### src/rtl/agc_mem_pkg.sv
// Shared definitions for the erasable-memory port arbiter.
//   AGC_ADDR_W / AGC_DATA_W : default word address / word width (15 data + parity)
//   REQ_*                   : requester bit positions in request/grant vectors
//   arb_state_e             : arbiter FSM encoding
package agc_mem_pkg;

  localparam int unsigned AGC_ADDR_W = 12;
  localparam int unsigned AGC_DATA_W = 16;

  localparam int unsigned NUM_REQ = 3;
  localparam int unsigned REQ_SEQ = 0;
  localparam int unsigned REQ_CNT = 1;
  localparam int unsigned REQ_IO  = 2;

  // Width of the burst and starvation counters (limits are 1..15)
  localparam int unsigned CTR_W   = 4;

  typedef enum logic {
    ARB  = 1'b0,
    LOCK = 1'b1
  } arb_state_e;

endpackage : agc_mem_pkg

### src/rtl/mem_port_arbiter_prio_select3.sv
// Combinational three-way priority select.
//   i_req   : qualified request vector (indexed by REQ_*)
//   i_promo : promotion vector; promoted requesters are served first
//   o_gnt_c : one-hot (or zero) grant
// Order: promoted cnt, promoted io, promoted seq, then seq, io, cnt.
module prio_select3
  import agc_mem_pkg::*;
(
  input  logic [NUM_REQ-1:0] i_req,
  input  logic [NUM_REQ-1:0] i_promo,
  output logic [NUM_REQ-1:0] o_gnt_c
);

  logic [NUM_REQ-1:0] w_hot;

  assign w_hot = i_req & i_promo;

  always_comb begin
    o_gnt_c = '0;
    if (w_hot[REQ_CNT])       o_gnt_c[REQ_CNT] = 1'b1;
    else if (w_hot[REQ_IO])   o_gnt_c[REQ_IO]  = 1'b1;
    else if (w_hot[REQ_SEQ])  o_gnt_c[REQ_SEQ] = 1'b1;
    else if (i_req[REQ_SEQ])  o_gnt_c[REQ_SEQ] = 1'b1;
    else if (i_req[REQ_IO])   o_gnt_c[REQ_IO]  = 1'b1;
    else if (i_req[REQ_CNT])  o_gnt_c[REQ_CNT] = 1'b1;
  end

endmodule : prio_select3

### src/rtl/mem_port_arbiter.sv
// Erasable-memory port arbiter: shares one synchronous single-port RAM between
// the control-pulse sequencer (seq), the counter-increment unit (cnt) and the
// DSKY I/O channel (io). One access per cycle, read data routed back by rvalid.
//   clk, rst_n                 : clock, async active-low reset
//   {seq,cnt,io}_req/we/addr/wdata : level-held requests
//   cnt_lock                   : with a cnt read, holds the port for the cnt write
//   {seq,cnt,io}_gnt           : same-cycle grant (one-hot or zero)
//   {seq,cnt,io}_rvalid, rdata : read return one cycle after the grant
//   mem_en/we/addr/wdata       : RAM command (same cycle as the grant)
//   mem_rdata                  : RAM read data, valid the cycle after a read
module mem_port_arbiter
  import agc_mem_pkg::*;
#(
  parameter int unsigned ADDR_W     = AGC_ADDR_W,
  parameter int unsigned DATA_W     = AGC_DATA_W,
  parameter int unsigned CNT_BURST  = 4,
  parameter int unsigned STARVE_LIM = 8
) (
  input  logic              clk,
  input  logic              rst_n,

  input  logic              seq_req,
  input  logic              seq_we,
  input  logic [ADDR_W-1:0] seq_addr,
  input  logic [DATA_W-1:0] seq_wdata,

  input  logic              cnt_req,
  input  logic              cnt_we,
  input  logic [ADDR_W-1:0] cnt_addr,
  input  logic [DATA_W-1:0] cnt_wdata,
  input  logic              cnt_lock,

  input  logic              io_req,
  input  logic              io_we,
  input  logic [ADDR_W-1:0] io_addr,
  input  logic [DATA_W-1:0] io_wdata,

  output logic              seq_gnt,
  output logic              cnt_gnt,
  output logic              io_gnt,

  output logic              seq_rvalid,
  output logic              cnt_rvalid,
  output logic              io_rvalid,
  output logic [DATA_W-1:0] rdata,

  output logic              mem_en,
  output logic              mem_we,
  output logic [ADDR_W-1:0] mem_addr,
  output logic [DATA_W-1:0] mem_wdata,
  input  logic [DATA_W-1:0] mem_rdata
);

  localparam logic [CTR_W-1:0] BURST_MAX  = CTR_W'(CNT_BURST);
  localparam logic [CTR_W-1:0] STARVE_MAX = CTR_W'(STARVE_LIM);
  localparam logic [CTR_W-1:0] WAIT_SAT   = {CTR_W{1'b1}};

  arb_state_e          r_state;
  logic [CTR_W-1:0]    r_burst_cnt;
  logic [CTR_W-1:0]    r_io_wait;
  logic [NUM_REQ-1:0]  r_rvalid;
  logic [ADDR_W-1:0]   r_addr;
  logic [DATA_W-1:0]   r_wdata;

  logic                w_burst_full;
  logic                w_io_starved;
  logic [NUM_REQ-1:0]  w_req;
  logic [NUM_REQ-1:0]  w_promo;
  logic [NUM_REQ-1:0]  w_gnt;
  logic                w_any_gnt;
  logic                w_sel_we;
  logic [ADDR_W-1:0]   w_sel_addr;
  logic [DATA_W-1:0]   w_sel_wdata;

  assign w_burst_full = (r_burst_cnt == BURST_MAX);
  assign w_io_starved = (r_io_wait >= STARVE_MAX);

  // Qualified requests: nothing during reset, only cnt while locked,
  // cnt yields to a waiting seq once its burst is used up.
  always_comb begin
    w_req = '0;
    if (rst_n) begin
      if (r_state == LOCK) begin
        w_req[REQ_CNT] = cnt_req;
      end else begin
        w_req[REQ_SEQ] = seq_req;
        w_req[REQ_IO]  = io_req;
        w_req[REQ_CNT] = cnt_req && !(w_burst_full && seq_req);
      end
    end
  end

  // cnt always sits on top; a starved io jumps ahead of seq only
  always_comb begin
    w_promo          = '0;
    w_promo[REQ_CNT] = 1'b1;
    w_promo[REQ_IO]  = w_io_starved;
  end

  prio_select3 u_prio (
    .i_req   (w_req),
    .i_promo (w_promo),
    .o_gnt_c (w_gnt)
  );

  assign seq_gnt   = w_gnt[REQ_SEQ];
  assign cnt_gnt   = w_gnt[REQ_CNT];
  assign io_gnt    = w_gnt[REQ_IO];
  assign w_any_gnt = |w_gnt;

  // Command mux from the one-hot grant
  always_comb begin
    w_sel_we    = 1'b0;
    w_sel_addr  = '0;
    w_sel_wdata = '0;
    if (w_gnt[REQ_CNT]) begin
      w_sel_we    = cnt_we;
      w_sel_addr  = cnt_addr;
      w_sel_wdata = cnt_wdata;
    end else if (w_gnt[REQ_SEQ]) begin
      w_sel_we    = seq_we;
      w_sel_addr  = seq_addr;
      w_sel_wdata = seq_wdata;
    end else if (w_gnt[REQ_IO]) begin
      w_sel_we    = io_we;
      w_sel_addr  = io_addr;
      w_sel_wdata = io_wdata;
    end
  end

  // Address/data hold their last value when the port is idle
  assign mem_en    = w_any_gnt;
  assign mem_we    = w_any_gnt & w_sel_we;
  assign mem_addr  = w_any_gnt ? w_sel_addr  : r_addr;
  assign mem_wdata = w_any_gnt ? w_sel_wdata : r_wdata;

  assign seq_rvalid = r_rvalid[REQ_SEQ];
  assign cnt_rvalid = r_rvalid[REQ_CNT];
  assign io_rvalid  = r_rvalid[REQ_IO];
  assign rdata      = (|r_rvalid) ? mem_rdata : '0;

  // FSM, fairness counters, read-return tag and command hold registers
  always_ff @(posedge clk or negedge rst_n) begin
    if (!rst_n) begin
      r_state     <= ARB;
      r_burst_cnt <= '0;
      r_io_wait   <= '0;
      r_rvalid    <= '0;
      r_addr      <= '0;
      r_wdata     <= '0;
    end else begin
      case (r_state)
        ARB:     if (w_gnt[REQ_CNT] && !cnt_we && cnt_lock) r_state <= LOCK;
        LOCK:    if (w_gnt[REQ_CNT] && cnt_we)              r_state <= ARB;
        default: r_state <= ARB;
      endcase

      if (w_gnt[REQ_SEQ] || !cnt_req) begin
        r_burst_cnt <= '0;
      end else if (w_gnt[REQ_CNT] && !w_burst_full) begin
        r_burst_cnt <= CTR_W'(r_burst_cnt + CTR_W'(1));
      end

      if (!io_req || w_gnt[REQ_IO]) begin
        r_io_wait <= '0;
      end else if (r_io_wait != WAIT_SAT) begin
        r_io_wait <= CTR_W'(r_io_wait + CTR_W'(1));
      end

      r_rvalid <= w_gnt & {NUM_REQ{~w_sel_we}};

      if (w_any_gnt) begin
        r_addr  <= w_sel_addr;
        r_wdata <= w_sel_wdata;
      end
    end
  end

endmodule : mem_port_arbiter

### config.mk
export PLATFORM = sky130hd
export DESIGN_NAME = mem_port_arbiter
export DESIGN_NICKNAME = d
export VERILOG_FILES = /design/src/rtl/agc_mem_pkg.sv /design/src/rtl/mem_port_arbiter_prio_select3.sv /design/src/rtl/mem_port_arbiter.sv
export SDC_FILE = /design/constraint.sdc
export NUM_CORES = 1
export LEC_CHECK = 0
export CAP_MARGIN = 20
export CORE_ASPECT_RATIO = 0.75
export CORE_UTILIZATION = 35
export DETAILED_ROUTE_END_ITERATION = 7
export PLACE_DENSITY_LB_ADDON = 0.25
export SYNTH_ARGS = -nofsm -noshare
export SYNTH_HDL_FRONTEND = slang
export SYNTH_SLANG_ARGS = --single-unit
### constraint.sdc
create_clock -name clk -period 2.17 [get_ports clk]
set_clock_uncertainty 0.05 [all_clocks]
set_input_delay 0.434 -clock clk [delete_from_list [all_inputs] [get_ports clk]]
set_output_delay 0.434 -clock clk [all_outputs]
set_load 0.01 [all_outputs]
==> impl_results.md, run 1 <==
- Post-detailed-route wirelength per cell: 19.6 um
- Initial antenna violation count: 0
- Worst-path fanout max: 8
- Syn-to-layout area delta: 132%
- CP cell instances: inv_2, ha_4, nand3b_4, o311ai_4, buf_6, buf_8, nand3_1, a31oi_2, buf_2
- DR iter-0 viols: 127
- DRT Wirelength: 11,500 um
- Arrival time worst endpoint: 2200 ps
- Final Hold Violating Endpoints: 0
- Yosys reg bits: 40
- Most frequent cells in the layout: 111 x clkdlybuf4s50_1, 65 x buf_4, 40 x dfrtp_1
- CP endpoint kind: output pin
- Commonest non-fill, non-tap cell in the layout: clkdlybuf4s50_1
- Post-Route M1 WL: 4700 um
- Power, Total: 2.92 mW
- P_sw: 926 uW
- Share of the core filled with cells: 0.840
- Final Wtd Congestion: 0.837
- VDD IR max: 322 uV
- Root Driver: clkbuf_8
- Status: finished, violations left
- Post-route DRC: 0
- Tmin final: 2680 ps
- IO buf count: 160
- Slew @ Worst Pin: 381 ps
- Pin count of the biggest net entering global routing: 21
- Initial core utilization: 0.362
- Crit path required time: 1690 ps
- Clock Power Share: 0.209
- Clock sinks: 40
- Synthesis warning total: 0
- Vias/cell: 5.32
- CTS tree: built
- Kind of critical path: flop to output pin
- Net Sw Frac: 0.317
- Setup TNS: -13,460 ps
- Post-synth EDFFs: 0
- Final setup viols: 36
- Hold_ws: 81.0 ps
- Num CTS Buffers: 5
- Clock Latency Late Sink: 290 ps
- Placed cells: 525
- Clk slew on worst S/H paths: 80 ps
- Vias post-DR: 3,119
- Met3 routed WL: 846 um
- Primary FF master, synth: dfrtp_1
- CTS HTree Levels: 2
- Syn Nets: 372
- Comb pwr share: 0.479
- Max-cap violations: 0
- Die area: 0.00687 mm2
- Part of the power in registers: 0.312
- RSZ-0062 raised after global routing: true
- Placed cell areas: 0.00431 mm2
- CP startpoint kind: flop
- Detail Route Antenna Nets: 0
- Final net count: 617
- CTS Hold Bufs: 0
- Mapped Cells: 259
- Fin crit share: 1.24
- Top routing layer in use: met4
- CTS Buffer Depth: 2
- Filler cell count: 336
- Fin worst setup slack: -511 ps
- Post-Place Setup Slack: -892 ps
- Met2 Routed Length: 5800 um
- Max Slew Vio Count: 0
- Row count: 25
- Post-synth cell types: 39
- Hold WC Path Type: input pin to async pin
- Number of global-route vias before repair: 3,046
- Reg2Reg Setup Slack: -330 ps
- Global-route wire length before repair: 15,100 um
- Gr usage total: 0.287
- Mapped cell area: 0.00229 mm2
- # diodes: 0
- Slowest library cell on the worst path: dfrtp_1
- Cell area power density: 551 mW/mm2
- Core area: 0.00632 mm2
- Fin cells: 586
- Initial DRT Pass Iterations: 5
- # IOs: 161
- P_leak: 2.43 nW
- Die W: 95.4 um
- Mean Syn Cell Area: 8.84 um2
- Chip height: 72.0 um
- Post-synthesis async set-or-reset flop share: 1.00
- Fmax: 373 MHz
- Max stage delay on crit path: 390 ps
- Sequential fraction of the synthesis area: 0.437
- Gr ovfl total: 0
- Pint: 2.00 mW
- Share of layout cells above drive strength 1: 0.416
- DP HPWL: 6500 um
- Fin area: 0.00531 mm2
- Failing checks: setup timing
- Relative slew margins: 0.746
## state kept, by name, summed over array words and instances (netlist names)
register     count
r_rvalid         3
r_addr          12
r_wdata         16
r_burst_cnt      4
r_state          1
r_io_wait        4
## path summary, 6_finish.rpt
kind,startpoint,endpoint,cells after the start
hold reg to reg,r_addr[4],r_addr[4],2
max in group asynchronous,rst_n,r_addr[2],4
hold / removal,rst_n,r_burst_cnt[2],2
min in group clk,r_addr[4],r_addr[4],2
setup reg to reg,r_burst_cnt[0],r_wdata[9],15
setup / recovery,r_burst_cnt[0],mem_wdata[4],9
## area by class of cell
cell class              count  area [um2]  area share
multi-input cells         193        1600       0.302
inverters                   7        30.0     0.00566
repair buffers            257        2460       0.464
well taps                  81         101      0.0191
clock buffers               6        72.6      0.0137
clock inverters             2        35.0     0.00660
flip-flops and latches     40        1000       0.189
## repair_timing
action	CTS	global route
gates resized for setup	219	55
pin swaps	36	21
cloned	4	1
setup endpoints to repair	33	57
buffers inserted	38	12
## power by group through the flow
stage	clock (mW)	sequential, mW	combinational [mW]
6_report	0.611	0.910	1.40
5_1_grt	0.656	0.921	1.48
4_1_cts	0.618	0.902	1.21
3_5_place_dp	0	0.912	1.01
3_3_place_gp	0	0.907	0.991
2_1_floorplan	0	0.905	0.382
## metal layers
metal | global-route usage | up-vias
li1 | - | 1420
met1 | 0.353 | 1540
met2 | 0.509 | 139
met3 | 0.0776 | 20
met4 | 0.0547 | 0
met5 | 0 | -
## Yosys cell counts, types with 2 or more instances
library cell | count | share of area
dfrtp_1 | 40 | 0.44
nor2_1 | 27 | 0.044
nand2_1 | 25 | 0.041
a21oi_1 | 23 | 0.050
nand3_1 | 21 | 0.046
a22oi_1 | 20 | 0.066
a31oi_1 | 19 | 0.052
nor2b_1 | 18 | 0.049
buf_2 | 11 | 0.024
o21ai_1 | 9 | 0.020
inv_1 | 5 | 0.0082
ha_1 | 4 | 0.022
o21ai_0 | 3 | 0.0066
a21boi_0 | 2 | 0.0066
a221oi_2 | 2 | 0.013
and3b_1 | 2 | 0.0077
buf_4 | 2 | 0.0066
buf_6 | 2 | 0.0098
clkbuf_1 | 2 | 0.0033
nor3_1 | 2 | 0.0044
xnor2_1 | 2 | 0.0077
## worst max-delay path: cells and delay by family, from the launching register on
family | cells | cell delay [ps]
compound gates | 2 | 540
fa+ha+maj | 1 | 150
buf+inv | 4 | 550
flops | 1 | 390
simple gates | 2 | 270
## kinds of logic after synthesis
| group | share of synthesized area |
|---|---|
| XOR/XNOR | 0.00765 |
| flip-flops | 0.437 |
| AND/OR/NAND/NOR | 0.215 |
| buffers and inverters | 0.0634 |
| AO/OA/AOI/OAI | 0.250 |
| multiplexers | 0.00437 |
| adder cells (fa/ha/maj) | 0.0219 |
(Power assumes the default switching activity.)
==> inputs of run 2 (changes only) <==
--- a/config.mk
+++ b/config.mk
@@ -7,7 +7,7 @@
 export LEC_CHECK = 0
 export CAP_MARGIN = 20
 export CORE_ASPECT_RATIO = 0.75
-export CORE_UTILIZATION = 35
+export CORE_UTILIZATION = 38
 export DETAILED_ROUTE_END_ITERATION = 7
 export PLACE_DENSITY_LB_ADDON = 0.25
 export SYNTH_ARGS = -nofsm -noshare
==> constraint.sdc (replaced) <==
create_clock -name clk -period 3.35 [get_ports clk]
set_clock_uncertainty 0.05 [all_clocks]
set_input_delay 0.67 -clock clk [delete_from_list [all_inputs] [get_ports clk]]
set_output_delay 0.67 -clock clk [all_outputs]
set_load 0.01 [all_outputs]
==> impl_results.md, run 2 (same netlist as run 1, synthesis figures left out) <==
- Status: finished, final reports clean
- CTS tree: built
- P_leak: 1.91 nW (-22%)
- Top reg by flops: r_wdata
- Share of the core filled with cells: 0.740 (-0.0997)
- Initial DRT Pass Iterations: 5 (unchanged)
- Worst r2r src: r_burst_cnt[0]
- CP endpoint: mem_wdata[11]
- Fin area: 0.00431 mm2 (-19%)
- Pin count of the biggest net entering global routing: 28 (+33%)
- Die area: 0.00634 mm2 (-7.7%)
- Initial antenna violation count: 0 (unchanged)
- Largest regs: r_wdata: 16 flops, r_addr: 12 flops
- Row count: 24 (-4.0%)
- Placed cells: 511 (-2.7%)
- Vias/cell: 5.17 (-2.8%)
- Max-cap violations: 0 (unchanged)
- Core area: 0.00583 mm2 (-7.8%)
- Final net count: 554 (-10%)
- Fmax: 308 MHz
- CP endpoint kind: output pin
- Num CTS Buffers: 5 (unchanged)
- Die W: 91.6 um (-3.9%)
- Max FFs per register: 16 (unchanged)
- Clock Latency Late Sink: 290 ps (about the same)
- Number of global-route vias before repair: 2,582 (-15%)
- Max Slew Vio Count: 0 (unchanged)
- Post-Place Setup Slack: -135 ps (+757 ps)
- Arrival time worst endpoint: 2520 ps (+320 ps)
- Syn-to-layout area delta: 88.3%
- Fin crit share: 0.968
- Worst-path fanout max: 9 (+1)
- # diodes: 0 (unchanged)
- Most frequent cells in the layout: 128 x clkdlybuf4s50_1, 40 x dfrtp_1, 27 x nor2_1
- Post-route DRC: 0 (unchanged)
- Post-detailed-route wirelength per cell: 16.0 um (-19%)
- Detail Route Antenna Nets: 0 (unchanged)
- Final setup viols: 0 (-100%)
- Gr ovfl total: 0 (unchanged)
- Global-route wire length before repair: 12,900 um (-15%)
- Clock sinks: 40 (unchanged)
- Gr usage total: 0.258 (-0.0290)
- VDD IR max: 350 uV (+8.6%)
- Filler cell count: 441 (+31%)
- DP HPWL: 6330 um (-2.5%)
- DR iter-0 viols: 133 (+4.7%)
- Kind of critical path: input pin to output pin
- Share of layout cells above drive strength 1: 0.115 (-0.300)
- DRT Wirelength: 8300 um (-28%)
- Reg2Reg Setup Slack: 1280 ps (+1610 ps)
- FF-to-FF End: r_addr[9]
- CTS Buffer Depth: 2 (unchanged)
- Clk slew on worst S/H paths: 80 ps (about the same)
- CP startpoint kind: input pin
- RSZ-0062 raised after global routing: false
- # IOs: 161 (unchanged)
- Final Wtd Congestion: 0.831 (-0.67%)
- Final Hold Violating Endpoints: 0 (unchanged)
- Worst Reg-to-Reg Cells: 9 (-6)
- Slew @ Worst Pin: 322 ps (-59.0 ps)
- Fin worst setup slack: 106 ps (+616 ps)
- Commonest non-fill, non-tap cell in the layout: clkdlybuf4s50_1
- Power, Total: 1.52 mW (-48%)
- Placed cell areas: 0.00418 mm2 (-3.0%)
- Root Driver: clkbuf_8
- Fin cells: 520 (-11%)
- Crit. Startpoint: seq_req
- Chip height: 69.2 um (-3.9%)
- CTS HTree Levels: 2 (unchanged)
- Cell area power density: 352 mW/mm2 (-36%)
- Crit path required time: 2630 ps (+940 ps)
- Hold WC Path Type: input pin to async pin
- Tmin final: 3240 ps
- Initial core utilization: 0.393 (+0.0307)
- Relative slew margins: 0.785 (+0.0393)
- IO buf count: 160 (unchanged)
- Vias post-DR: 2,689 (-14%)
## run 2: changes by cell type in the layout (fill, tap and decap cells not counted), moves of 15 or more
cell | previous run | this run
buf_6 | 32 | 3
clkdlybuf4s50_1 | 111 | 128
buf_2 | 24 | 1
buf_4 | 65 | 26
dlygate4sd2_1 | 2 | 20
a31oi_1 | 2 | 17
## run 2: metal layers
layer  up-vias  share of wire  global-route usage
li1       1295              -                   -
met3         7          0.086              0.0647
met1      1260           0.41               0.328
met2       127           0.49               0.449
met5         -              0                   0
met4         0         0.0076              0.0476
## run 2: cell type report
| cell class | count | area (um2) | area share |
|---|---|---|---|
| timing repair buffer | 194 | 1930 | 0.447 |
| sequential | 40 | 1000 | 0.232 |
| clock buffer | 8 | 90.1 | 0.0209 |
| multi-input combinational | 193 | 1170 | 0.271 |
| tap | 78 | 97.6 | 0.0226 |
| inverter | 7 | 26.3 | 0.00610 |
## run 2: timing repair
item,CTS,global route
setup endpoints to repair,28,11
resized for setup,26,12
buffers inserted,0,1
pin swaps,2,1
hold buffers,0,0
cloned,0,0
## run 2: how the worst min path moves through the flow
stage	start	to	slack, ps	depth (start not counted)
final	rst_n	r_burst_cnt[3]	430	2
after global routing	rst_n	r_burst_cnt[1]	430	2
after CTS	rst_n	r_burst_cnt[2]	420	2
after detailed placement	r_addr[8]	r_addr[8]	450	2
after global placement	r_addr[5]	r_addr[5]	450	2
after floorplan	rst_n	r_addr[0]	320	0
## run 2: critical path: stages
cell and delay (ps):
clkdlybuf4s50_1 490, inv_1 70, o311ai_4 320, buf_4 170, buf_6 130, nand3_1 120
a31oi_2 220, dlygate4sd2_1 320
## run 2: power breakdown
group	switching, mW	internal (mW)	leakage (nW)	total (mW)
sequential	0.0311	0.554	0.484	0.585
combinational	0.256	0.345	1.38	0.601
clock	0.163	0.168	0.0455	0.331
## run 2: through the flow
stage               setup TNS (ps)  hold slack (ps)
global placement              -745              450
global route                     0              428
finish                           0              430
detailed placement           -1520              452
CTS                          -34.0              424
floorplan                        0              324
